==> src/rtl/nps_phase_acc.sv <==
// Phase accumulator producing ROM addresses for a numerically controlled oscillator.
// Runs in bursts of BURST_LEN samples (0 = free-running); fo marks burst start and resync points.
module nps_phase_acc #(
  parameter int ACC_WIDTH = 24,
  parameter int ADR_WIDTH = 9,
  parameter int BURST_LEN = 512
) (
  input  logic                 clk,
  input  logic                 reset_x,
  input  logic                 start,
  input  logic                 set,
  input  logic                 vi,
  input  logic                 fi,
  input  logic [ACC_WIDTH-1:0] datai,
  output logic                 vo,
  output logic                 fo,
  output logic [ADR_WIDTH-1:0] datao
);

  // state | meaning
  // IDLE  | waiting for start; vi/fi ignored, set still loads freq
  // RUN   | one sample per vi=1 cycle until the burst count is reached
  typedef enum logic {IDLE, RUN} state_t;

  localparam int CNT_W = (BURST_LEN > 0) ? $clog2(BURST_LEN + 1) : 1;
  localparam logic [CNT_W-1:0] LAST_CNT = (BURST_LEN > 0) ? CNT_W'(BURST_LEN - 1) : '0;

  state_t                state, state_nx;
  logic [ACC_WIDTH-1:0]  acc, acc_nx;
  logic [ACC_WIDTH-1:0]  freq, freq_nx;
  logic [CNT_W-1:0]      cnt, cnt_nx;
  logic                  first, first_nx;
  logic                  vo_nx, fo_nx;
  logic [ADR_WIDTH-1:0]  datao_nx;

  always_ff @(posedge clk or negedge reset_x) begin
    if (!reset_x) begin
      state <= IDLE;
      acc   <= '0;
      freq  <= '0;
      cnt   <= '0;
      first <= 1'b0;
      vo    <= 1'b0;
      fo    <= 1'b0;
      datao <= '0;
    end else begin
      state <= state_nx;
      acc   <= acc_nx;
      freq  <= freq_nx;
      cnt   <= cnt_nx;
      first <= first_nx;
      vo    <= vo_nx;
      fo    <= fo_nx;
      datao <= datao_nx;
    end
  end

  always_comb begin
    state_nx = state;
    acc_nx   = acc;
    freq_nx  = set ? datai : freq;
    cnt_nx   = cnt;
    first_nx = first;
    vo_nx    = 1'b0;
    fo_nx    = 1'b0;
    datao_nx = datao;

    // start outranks a coincident sample strobe
    if (start) begin
      state_nx = RUN;
      acc_nx   = '0;
      cnt_nx   = '0;
      first_nx = 1'b1;
    end else if (state == RUN && vi) begin
      vo_nx    = 1'b1;
      first_nx = 1'b0;
      cnt_nx   = cnt + CNT_W'(1);
      if (fi) begin
        datao_nx = '0;
        fo_nx    = 1'b1;
        acc_nx   = freq;
      end else begin
        datao_nx = acc[ACC_WIDTH-1 -: ADR_WIDTH];
        fo_nx    = first;
        acc_nx   = acc + freq;
      end
      if (BURST_LEN > 0 && cnt == LAST_CNT) state_nx = IDLE;
    end
  end

endmodule

==> config.mk <==
export PLATFORM = sky130hd
export DESIGN_NAME = nps_phase_acc
export DESIGN_NICKNAME = d
export VERILOG_FILES = /design/src/rtl/nps_phase_acc.sv
export SDC_FILE = /design/constraint.sdc
export NUM_CORES = 1
export LEC_CHECK = 0
export BUFFER_PORTS_ARGS = -buffer_cell sky130_fd_sc_hd__buf_2
export CAP_MARGIN = 25
export CORE_ASPECT_RATIO = 1.1
export CORE_MARGIN = 1
export CORE_UTILIZATION = 50
export CTS_CLUSTER_DIAMETER = 40
export DETAILED_ROUTE_END_ITERATION = 16
export PLACE_DENSITY = 0.79
export SLEW_MARGIN = 40
export SYNTH_ARGS = -nofsm -noshare
export SYNTH_HDL_FRONTEND = slang
export SYNTH_SLANG_ARGS = --single-unit
export TNS_END_PERCENT = 30
==> constraint.sdc <==
create_clock -name clk -period 6.6 [get_ports clk]
set_input_delay 0.33 -clock clk [delete_from_list [all_inputs] [get_ports clk]]
set_output_delay 0.33 -clock clk [all_outputs]
set_load 0.01 [all_outputs]
; ---- Word level (Yosys, flattened, before mapping)
; Index checks and enable logic that the tools add are counted.
; W data, S select, Z words.
[totals]
register_bits = 71
inputBits = 30
[classes]
bitwise = 1
reduce_logical = 5
n_eq_ne = 1
add_sub_neg = 2
muxes = 16
[ops]
columns = cell, n
row1 = $mux W24, 3
row2 = $add A24 B24 Y24, 1
row3 = $mux W10, 2
row4 = $add A10 B1 Y10 const B, 1
row5 = $eq A10 B9 Y1 const B, 1
row6 = $mux W1, 10
row7 = $mux W9, 1
row8 = $reduce_and A2 Y1, 2
row9 = $reduce_bool A2 Y1, 2
row10 = $logic_and A1 B1 Y1, 1
row11 = $not A1 Y1, 1

; ---- Logic depth before layout (Yosys ltp)
[depth]
word_depth = 4
mapped_depth = 10
ltp_nobuf = 10

; ---- Worst setup path after synthesis
; Ideal clock, no wire load.
[synth_timing]
path_type = flip-flop to flip-flop
start = reg freq[8]
end = reg acc[23]
n_path_buf = 1
slack_ns = 4.386
arrival_time_ns = 2.132
required_time_ns = 6.518
stages_incl_launch_ff = 10
setup_time_ns = 0.082
period_less_slack_ns = 2.214
cell_sequence = dfrtp_1 -> ha_1 -> buf_2 -> nand4_1 -> a21oi_1 -> a21oi_2 -> o31a_1 -> or3_1 -> a211o_1 -> a31oi_1
[synth_between]
elab_chain_len = 4
[synth_lines]
columns = item, line
row1 = start: declaration, 30  ; logic [ACC_WIDTH-1:0] freq, freq_nx;
row2 = start signal: assignment, 49  ; freq <= freq_nx;
row3 = $add A24 B24 Y24, 85  ; acc_nx = acc + freq;
row4 = $mux W24, 78  ; if (fi) begin
row5 = $mux W24, 74  ; end else if (state == RUN && vi) begin
row6 = $mux W24, 69  ; if (start) begin
row7 = end signal: assignment, 48  ; acc <= acc_nx;
row8 = end: declaration, 29  ; logic [ACC_WIDTH-1:0] acc, acc_nx;
; Every way passes these cells. The select of a mux whose other input is x is not followed.
; A chain may end at the register's enable or synchronous reset.

; ---- Final worst setup path
[layout_timing]
start = reg freq[0]
end = reg acc[22]
; The elaborated chain is that of the path after synthesis.

==> metrics.cfg <==
[sta]
setup-violations-final=0
finalMaxSlewViolations=0
rsz0062_at_grt=no
period_share=0.409
tightest_slew_ns=0.736
fmax_mhz=371
slew_headroom=0.509
min_period_ns=2.70
fin_ws_ns=3.90
tns_ns=0
finalClockSkew_ns=0.00684
hold_viol=0

[cts]
cts_resized=0
hold_buffers=0
clk_path_buf_depth=2
clk-insertion-delay-late_ns=0.35
cts-root-buf=clkbuf_8
cts_setup_buffers=0
cts_made_buffers=9
clock_sinks=71
cts_max_level=3
clk_pin_slew_ns=0.08
cts_tree=yes

[synth]
synth_flop_cell=dfrtp_1
synth_cell_types=45
synth_xor_area_frac=0.0535
muxShareOfSynthArea=0.0726
netlist.area_leader.share=0.418
syn_area_um2=4250
synth-compound-area-share=0.192
yosys.area_share.simple=0.150
synth_edf_count=0
syn_area_per_cell_um2=9.37
synth_adder_area_share=0.0753
post-synth-top-area-cell=dfrtp_1
syn_inst=454
yosys-top-cells-area=dfrtp_1 42%, ha_1 7.1%, mux2_2 6.1%
yosysWarnings=0
ys_async_sr_fraction=1.00
synth_nets=509
synth_top_family_by_area=compound AO/OA/AOI/OAI gates
yosysSeqAreaShare=0.418
ys_seq_elements=71

[floorplanning]
die_h_um=98.7
die_area_um2=8880
core.rowCount=34
start_util=0.526
ios=41
core_area_um2=8080
die_w_um=89.9

[worst_setup_path]
cpLargestDelayFamily=compound AO/OA/AOI/OAI gates
critPathMaxStageDelay_ns=0.39
r2r-start=freq[0]
reg2regPathDepth=10
crit_arrival_ns=2.95
path_class=flop to flop
path_buf_inv=1
startpoint_type=flop
crit_slowest_cell=fa_1
reg2reg_setup_slack_ns=3.90
cp_cell_sequence=ha_1, inv_1, fa_1, nor2b_1, o2111ai_1, a21oi_1, a211oi_1, o31ai_1, xnor2_1, a211oi_1
r2r-end=acc[22]
cp.required_ns=6.86
path_common_cell=a211oi_1
critPathMaxFanout=3
cp-end-kind=flop

[place]
pre_cts_ws_ns=3.91
dp_hpwl_mm=6.22
placed_area_um2=4480
io_buffers=40
place.gp.congestion=0.942

[route]
drc=0
detail_route.iter0.violations=201
num_vias=3375
drtAntennaViolNets=0
drt-pass1-iter-count=4
wl_per_cell_um=15.1
via_per_inst=5.73
totalWireLength_mm=8.92

[finish]
final_util=0.582
fill_cells=735
antenna_cells=0
drive_gt1_frac=0.173
final_cell_area_um2=4700
nets=531
syn2layout_area_growth_pct=10.5

[power_and_ir_drop]
ir_worst_vdd_v=0.000123
p_per_area_nw_per_um2=258
p_leak_nw=2.13
p_int_w=0.000824
swShare=0.320
clkPwrFrac=0.322
p_comb_frac=0.265
p_sw_w=0.000387
power_frac_seq=0.412

[flow_run]
maxCapViolCount=0

[grt]
grt_pass1_vias=3339
antenna_found_initial=0
grt_max_degree=72
grt_pass1_wl_mm=15.7
track_usage=0.218
gr-total-overflow=0

[min_path]
hold_class=input port to async pin

[status]
status=finished, final reports clean

registers in the layout, summed over array words and instances (netlist names):
signal / flops
datao: 9
fo: 1
state: 1
vo: 1
acc: 24
cnt: 10
freq: 24
first: 1
metal layers:
layer	GRT usage	vias up	wire length, um
met5	0	-	0
met4	0.0819	0	148
met3	0.0316	12	356
met2	0.366	76	4360
met1	0.286	1612	4050
li1	-	1675	-
per-stage QoR:
step / hold slack (ns) / total power [W] / instances
2_1_floorplan: 0.0344 / 0.000750 / 454
3_3_place_gp: 0.457 / 0.000822 / 573
3_5_place_dp: 0.465 / 0.000828 / 573
4_1_cts: 0.0945 / 0.00122 / 589
5_1_grt: 0.121 / 0.00128 / 589
6_report: 0.0459 / 0.00121 / 589
layout by cell type (no fill, tap or decap), drive strengths merged, types with 7 or more instances in the layout:
master,n
ha,24
nand2b,14
a21o,10
xor2,10
nand4,11
inv,12
nand2,39
buf,42
clkbuf,10
xnor2,16
a21oi,32
o211ai,7
mux2,23
dfrtp,71
nor2,34
a211oi,14
o21ai,40
worst max-delay path by stage:
stage	start	end	slack, ns	depth (start not counted)
CTS	freq[0]	acc[22]	3.88	10
global placement	freq[0]	acc[22]	4.01	10
floorplan	freq[8]	acc[23]	4.39	9
global route	freq[0]	acc[22]	3.71	10
finish	freq[0]	acc[22]	3.90	10
detailed placement	freq[0]	acc[22]	3.91	10
logic make-up (layout without fill, tap and decap cells):
family / count (synthesis) / count (layout)
buffers and inverters: 41 / 68
AND/OR/NAND/NOR: 132 / 132
flip-flops: 71 / 71
AO/OA/AOI/OAI: 131 / 131
XOR/XNOR: 26 / 26
multiplexers: 28 / 28
adder cells (fa/ha/maj): 25 / 25
synth_stat cells, types with 6 or more instances:
master and number:
a21o_1 10, nor3_1 6, a21oi_1 31, dfrtp_1 71
inv_1 10, nor2_1 34, buf_2 10, and3_1 6
clkbuf_1 16, xnor2_1 16, o21ai_0 38, nand3_1 6
mux2_2 23, a211oi_1 14, nand4_1 11, nand2b_1 14
o22ai_1 6, nand2_1 39, ha_1 24, xor2_1 10
layout make-up:
cell class / count / area, um^2 / share of cell area
Timing Repair Buffer: 42 / 221 / 0.0471
Clock inverter: 6 / 92.6 / 0.0197
Clock buffer: 10 / 128 / 0.0271
Inverter: 10 / 37.5 / 0.00799
Sequential cell: 71 / 1780 / 0.378
Tap cell: 108 / 135 / 0.0287
Multi-Input combinational cell: 342 / 2310 / 0.491
power groups by stage:
stage / Sequential (W) / Clock (W) / Combinational, W
floorplan: 0.000503 / 0 / 0.000247
global placement: 0.000506 / 0 / 0.000316
detailed placement: 0.000508 / 0 / 0.000320
CTS: 0.000500 / 0.000396 / 0.000322
global route: 0.000505 / 0.000420 / 0.000360
finish: 0.000499 / 0.000390 / 0.000321
(Power assumes the default switching activity.)
